`src/rtl/fifo_pkg.sv`:
```
// Shared async-FIFO package: Gray/binary conversion helpers and default sizing.
// Used by the write-side pointer block, the read-side block and fifo_mem instances.
package fifo_pkg;

    localparam int FIFO_ADDRSIZE_DEFAULT = 4;

    // 32-bit binary to Gray; callers truncate to their pointer width.
    function automatic logic [31:0] bin2gray(input logic [31:0] b);
        return b ^ (b >> 1);
    endfunction

    // 32-bit Gray to binary; callers zero-extend narrower Gray values on entry.
    function automatic logic [31:0] gray2bin(input logic [31:0] g);
        logic [31:0] b;
        b[31] = g[31];
        for (int i = 30; i >= 0; i--) begin
            b[i] = b[i+1] ^ g[i];
        end
        return b;
    endfunction

endpackage

```
`src/rtl/fifo_sync_r2w.sv`:
```
// Multi-flop synchronizer for a Gray pointer crossing into the local clock domain.
// Built for the read-to-write path; the write-to-read path reuses it mirror-wise.
module fifo_sync_r2w #(
    parameter int WIDTH  = 5,
    parameter int STAGES = 2
) (
    input  logic             clk_i,
    input  logic             rst_i,
    input  logic [WIDTH-1:0] d_i,
    output logic [WIDTH-1:0] q_o
);

    logic [WIDTH-1:0] sync_q [STAGES];

    // Shift the asynchronous pointer through the flop chain; clear all stages on reset.
    always_ff @(posedge clk_i) begin
        if (rst_i) begin
            for (int i = 0; i < STAGES; i++) begin
                sync_q[i] <= '0;
            end
        end else begin
            sync_q[0] <= d_i;
            for (int i = 1; i < STAGES; i++) begin
                sync_q[i] <= sync_q[i-1];
            end
        end
    end

    assign q_o = sync_q[STAGES-1];

endmodule

```
`src/rtl/fifo_wptr_full.sv`:
```
// Write-side pointer and full-flag generator of the async FIFO.
// Produces the binary write address, registered full flag and pessimistic fill level,
// and exports a Gray write pointer to the read domain. The read pointer is brought in
// through an internal synchronizer; nothing else looks at the raw rptr input.
// Optional almost-full output is enabled by defining FIFO_ALMOST_FULL_EN.
module fifo_wptr_full
    import fifo_pkg::*;
#(
    parameter int ADDRSIZE    = FIFO_ADDRSIZE_DEFAULT,
    parameter int SYNC_STAGES = 2,
    parameter int AFULL_LEVEL = (1 << ADDRSIZE) - 2
) (
    input  logic                wclk,
    input  logic                wrst,
    input  logic                winc,
    input  logic [ADDRSIZE:0]   rptr,
    output logic                wclken,
    output logic [ADDRSIZE-1:0] waddr,
    output logic                wfull,
    output logic [ADDRSIZE:0]   wptr,
    output logic [ADDRSIZE:0]   wfill
`ifdef FIFO_ALMOST_FULL_EN
    ,
    output logic                awfull
`endif
);

    localparam int DEPTH = 1 << ADDRSIZE;

    // Reject configurations the pointer arithmetic cannot support.
    generate
        if (SYNC_STAGES < 2) begin : g_bad_sync
            $error("fifo_wptr_full: SYNC_STAGES must be at least 2");
        end
        if (AFULL_LEVEL < 0 || AFULL_LEVEL > DEPTH) begin : g_bad_afull
            $error("fifo_wptr_full: AFULL_LEVEL must lie in 0..DEPTH");
        end
    endgenerate

    logic [ADDRSIZE:0] wbin_q, wbin_d;
    logic [ADDRSIZE:0] wptr_q, wgray_d;
    logic              wfull_q, wfull_d;
    logic [ADDRSIZE:0] wfill_q, wfill_d;
    logic [ADDRSIZE:0] wq_rptr;
    logic [ADDRSIZE:0] rbin_sync;
    logic              push;

    fifo_sync_r2w #(
        .WIDTH  (ADDRSIZE + 1),
        .STAGES (SYNC_STAGES)
    ) u_sync_r2w (
        .clk_i (wclk),
        .rst_i (wrst),
        .d_i   (rptr),
        .q_o   (wq_rptr)
    );

    // Next pointer, Gray image, full compare and fill level from the synchronized rptr.
    // Full means the write pointer is exactly one lap (DEPTH) ahead: in Gray that is
    // the two top bits inverted and the rest equal.
    always_comb begin
        push      = winc & ~wfull_q;
        wbin_d    = wbin_q + (ADDRSIZE+1)'(push);
        wgray_d   = (ADDRSIZE+1)'(bin2gray(32'(wbin_d)));
        rbin_sync = (ADDRSIZE+1)'(gray2bin(32'(wq_rptr)));
        wfull_d   = (wgray_d == {~wq_rptr[ADDRSIZE:ADDRSIZE-1], wq_rptr[ADDRSIZE-2:0]});
        wfill_d   = wbin_d - rbin_sync;
    end

    // Pointer, full and fill registers; the binary counter wraps naturally.
    always_ff @(posedge wclk) begin
        if (wrst) begin
            wbin_q  <= '0;
            wptr_q  <= '0;
            wfull_q <= 1'b0;
            wfill_q <= '0;
        end else begin
            wbin_q  <= wbin_d;
            wptr_q  <= wgray_d;
            wfull_q <= wfull_d;
            wfill_q <= wfill_d;
        end
    end

`ifdef FIFO_ALMOST_FULL_EN
    logic awfull_q, awfull_d;

    // Almost-full threshold compare on the next fill level, registered alongside wfill.
    always_comb begin
        awfull_d = (wfill_d >= (ADDRSIZE+1)'(AFULL_LEVEL));
    end

    // Almost-full register.
    always_ff @(posedge wclk) begin
        if (wrst) begin
            awfull_q <= 1'b0;
        end else begin
            awfull_q <= awfull_d;
        end
    end

    assign awfull = awfull_q;
`endif

    // Memory write enable must drop immediately when full or in reset.
    assign wclken = winc & ~wfull_q & ~wrst;
    assign waddr  = wbin_q[ADDRSIZE-1:0];
    assign wfull  = wfull_q;
    assign wptr   = wptr_q;
    assign wfill  = wfill_q;

endmodule

```
`config.mk`:
```
export PLATFORM = sky130hd
export DESIGN_NAME = fifo_wptr_full
export DESIGN_NICKNAME = d
export VERILOG_FILES = /design/src/rtl/fifo_pkg.sv /design/src/rtl/fifo_sync_r2w.sv /design/src/rtl/fifo_wptr_full.sv
export SDC_FILE = /design/constraint.sdc
export NUM_CORES = 1
export LEC_CHECK = 0
export BUFFER_PORTS_ARGS = -buffer_cell sky130_fd_sc_hd__buf_4
export CAP_MARGIN = 20
export CORE_MARGIN = 10
export CORE_UTILIZATION = 46
export CTS_CLUSTER_DIAMETER = 80
export DETAILED_ROUTE_END_ITERATION = 16
export PLACE_DENSITY = 0.84
export SLEW_MARGIN = 30
export SYNTH_ARGS = -nofsm -noshare
export SYNTH_HDL_FRONTEND = slang
export SYNTH_SLANG_ARGS = --single-unit
```
`constraint.sdc`:
```
create_clock -name wclk -period 2.5 [get_ports wclk]
set_input_delay 0.375 -clock wclk [delete_from_list [all_inputs] [get_ports wclk]]
set_output_delay 0.375 -clock wclk [all_outputs]
set_load 0.005 [all_outputs]
```
==> results.rst <==
.. list-table::
   :header-rows: 1

   * - Metric
     - Value
   * - Most Used Layer, Global Route
     - met2
   * - Met3 global-route usage
     - approximately 3%
   * - Max VDD drop
     - approximately 0.00036 V
   * - Number of levels the H-tree was split into
     - 1
   * - Clock latency reported for the late side of the worst-skew pair
     - 0.32 ns
   * - Worst min-delay path class
     - in2reg
   * - Global Route met1 Usage
     - 9.08%
   * - Type of the worst setup path
     - reg2reg
   * - Worst setup skew after layout
     - slightly below 0.009 ns
   * - Total number of clock tree sinks
     - 25
   * - Worst endpoint required time
     - 2.72 ns
   * - Tightest slew margin relative to the limit
     - between 70% and 80%
   * - Maximum number of pins on one net before global-route repair
     - 27
   * - Count of final hold-check violations
     - 0
   * - Most common cell after layout, fill and taps aside
     - buf_4
   * - Register Area
     - ~510 um^2
   * - Boundary pin count
     - 24
   * - Number of library cell types mapped by synthesis
     - 25
   * - Starting density of the core
     - ~48%
   * - Non-filler cells, final
     - about 170
   * - Clock root cell
     - clkbuf_4
   * - Failing checks
     - setup timing
   * - Deepest clock path buffer count
     - 2
   * - Transition time at the pin with the least slew margin
     - between 0.4 and 0.5 ns
   * - Critical path data arrival time
     - between 3 and 4 ns
   * - Global routing met2 resource utilization
     - between 10% and 20%
   * - Min cycle time layout
     - roughly 2.8 ns
   * - Highest fanout seen on the critical path
     - 2
   * - Number of DRC violations after detailed-routing iteration 0
     - 20
   * - Worst Setup End Kind
     - register
   * - Combined area of the multi-input logic cells
     - approximately 580 um^2
   * - ANT nets after route
     - 0
   * - Final Cycle Share
     - 113%
   * - Top cell type's share of synthesized area
     - about 47%
   * - Number of filler instances in the final layout
     - around 180
   * - Overall fraction of global-route tracks in use
     - under 10%
   * - Antenna violations before repair
     - 0
   * - Power density over the cells
     - 601 nW/um^2
   * - Die ar.
     - approximately 4600 um^2
   * - Sequential-to-total area share from yosys stat
     - ~47%
   * - Share of final-layout standard cells stronger than drive strength 1
     - between 40% and 50%
   * - Clock input transition at the sequential cells of the worst setup and hold paths
     - roughly 0.13 ns
   * - Flop and latch count out of synthesis
     - 25
   * - Setup-violating endpoint count in the final report
     - 2
   * - Via count of the first global-routing pass
     - about 800
   * - Slew Viols, Final
     - 0
   * - Vias
     - roughly 770
   * - Number of placed instances with taps included
     - approximately 160
   * - Synthesized netlist net count
     - approximately 110
   * - Count of yosys warnings during synthesis
     - 0
   * - Cts bufs inserted
     - 3
   * - Number of core rows
     - 17
   * - Biggest area consumer among synthesized cells
     - dfxtp_1
   * - Number of instances in the synthesized netlist
     - between 90 and 100
   * - Fmax
     - 0.355 GHz
   * - Outcome
     - complete, but fails checks
   * - Drt drc
     - 0
   * - # nets final
     - between 150 and 200
   * - Max Cap Violations
     - 0
   * - Area of the mapped netlist
     - around 1100 um^2
   * - Clock tree from TritonCTS
     - done
   * - Setup TNS
     - -0.326 ns
   * - Synthesis-to-layout area growth
     - 36.2%
   * - Ant diodes
     - 0
   * - Static leakage
     - 0.658 nW
   * - Count of TritonRoute iterations in the first routing pass
     - 4
   * - Least setup slack across all paths after layout
     - -0.315 ns
   * - Placed wire-length estimate after detailed placement
     - roughly 1600 um
   * - Wirelength per Cell
     - 13.1 um
   * - Die W
     - about 70 um
   * - Via-to-Cell Ratio
     - between 4 and 5
   * - Highest-count cells in the layout ignoring fill and taps
     - 38 x buf_4, 23 x dfxtp_1, 17 x nor2b_1
   * - Crit path launch type
     - register
   * - Syn_area_per_cell
     - 10.9 um^2
   * - Routability congestion estimate
     - 0.760
   * - Area of the core
     - 2210 um^2
   * - Unrepaired setup endpoints after global routing
     - true
   * - Ranking of synthesized cells by area
     - dfxtp_1 47%, nor2b_1 10%, ha_1 7.1%, xnor2_1 6.6%, xor2_1 5.8%
   * - DIE HEIGHT
     - 68.0 um
   * - Grt total ovfl
     - 0
   * - Total detailed-routing wirelength
     - between 2000 and 2500 um
   * - Wire length of the first global-routing pass
     - 3370 um
   * - Quantity of I/O buffers inserted on ports
     - 23
   * - Worst hold slack
     - ~0.25 ns
   * - Hold_buf cts
     - 0
## final timing paths
check                                              from                 endpoint  slack (ns)  cells past startpoint
worst max-delay path            u_sync_r2w.sync_q[0][8]                 wfill[4]       -0.31                     11
worst min-delay path                            rptr[0]  u_sync_r2w.sync_q[0][0]        0.25                      2
worst max register to register  u_sync_r2w.sync_q[0][8]                 wfill[4]       -0.31                     11
worst min register to register  u_sync_r2w.sync_q[0][3]  u_sync_r2w.sync_q[0][8]        0.45                      1
## critical path: stages (launching register included)
cell and delay [ns]:
dfxtp_4 0.39, xnor2_4 0.20, xor2_2 0.21, xor2_1 0.32, xnor2_1 0.18, ha_2 0.22, inv_2 0.04, fa_2 0.33
a21o_1 0.18, a21oi_2 0.14, xor2_1 0.20, mux2_4 0.31
## final cells by class
class	count	share of cell area [%]
inverters	4	1.04
multi-input cells	66	39.9
flip-flops and latches	25	35.0
repair buffers	38	19.7
clock inverters	1	0.346
well taps	28	2.42
clock buffers	3	1.56
## where the power goes
| part | leakage (nW) | total [W] | internal [W] | switching (W) |
|---|---|---|---|---|
| Sequential | 0.207 | 0.000445 | 0.000431 | 0.0000134 |
| Clock | 0.0177 | 0.000179 | 0.0000600 | 0.000118 |
| Combinational | 0.433 | 0.000245 | 0.000145 | 0.000100 |
| Total | 0.658 | 0.000869 | 0.000636 | 0.000232 |
## timing repair
item                                    CTS  global route
endpoints found under the setup margin    1             1
resized for setup                         2             4
hold endpoints to repair                  0             0
setup buffers                             3             2
pin swaps                                 5             7
## Yosys cell counts, drive strengths merged
library cell,n
dfxtp,25
nor2b,17
nor2,10
xor2,9
xnor2,8
ha,6
inv,4
nand3,3
clkbuf,2
a2111oi,1
a21boi,1
a21o,1
a21oi,1
and2,1
fa,1
mux2,1
mux2i,1
nor3,1
nor3b,1
o21ai,1
or3,1
xor3,1
## stage by stage
step / cell area, um^2 / util (%) / worst slack, ns / power, W
global placement: 1350 / 61.2 / -0.0850 / 0.000665
global route: 1450 / 65.3 / -0.380 / 0.000907
detailed placement: 1350 / 61.2 / -0.200 / 0.000675
finish: 1450 / 65.3 / -0.315 / 0.000869
CTS: 1410 / 63.5 / -0.211 / 0.000863
floorplan: 1080 / - / -0.171 / 0.000573
## per-layer routing
layer	routed length, um	up-vias	part of all wire [%]
li1	-	385	-
met1	804	353	37
met2	1140	24	53
met3	177	5	8.2
met4	37	0	1.7
met5	0	-	0
## state kept, by name, indices dropped and copies added, names as in the netlist
register           cells
wfill                  5
wfull                  1
wptr                   4
u_sync_r2w.sync_q     10
wbin_q                 5
## cell families after synthesis
logic type | synth area share (%)
xor+xnor | 17.7
compound gates | 3.77
buf+inv | 2.12
mux | 2.00
simple gates | 18.3
fa+ha+maj | 8.96
flops | 47.2
Power figures use the tool's default switching activity.
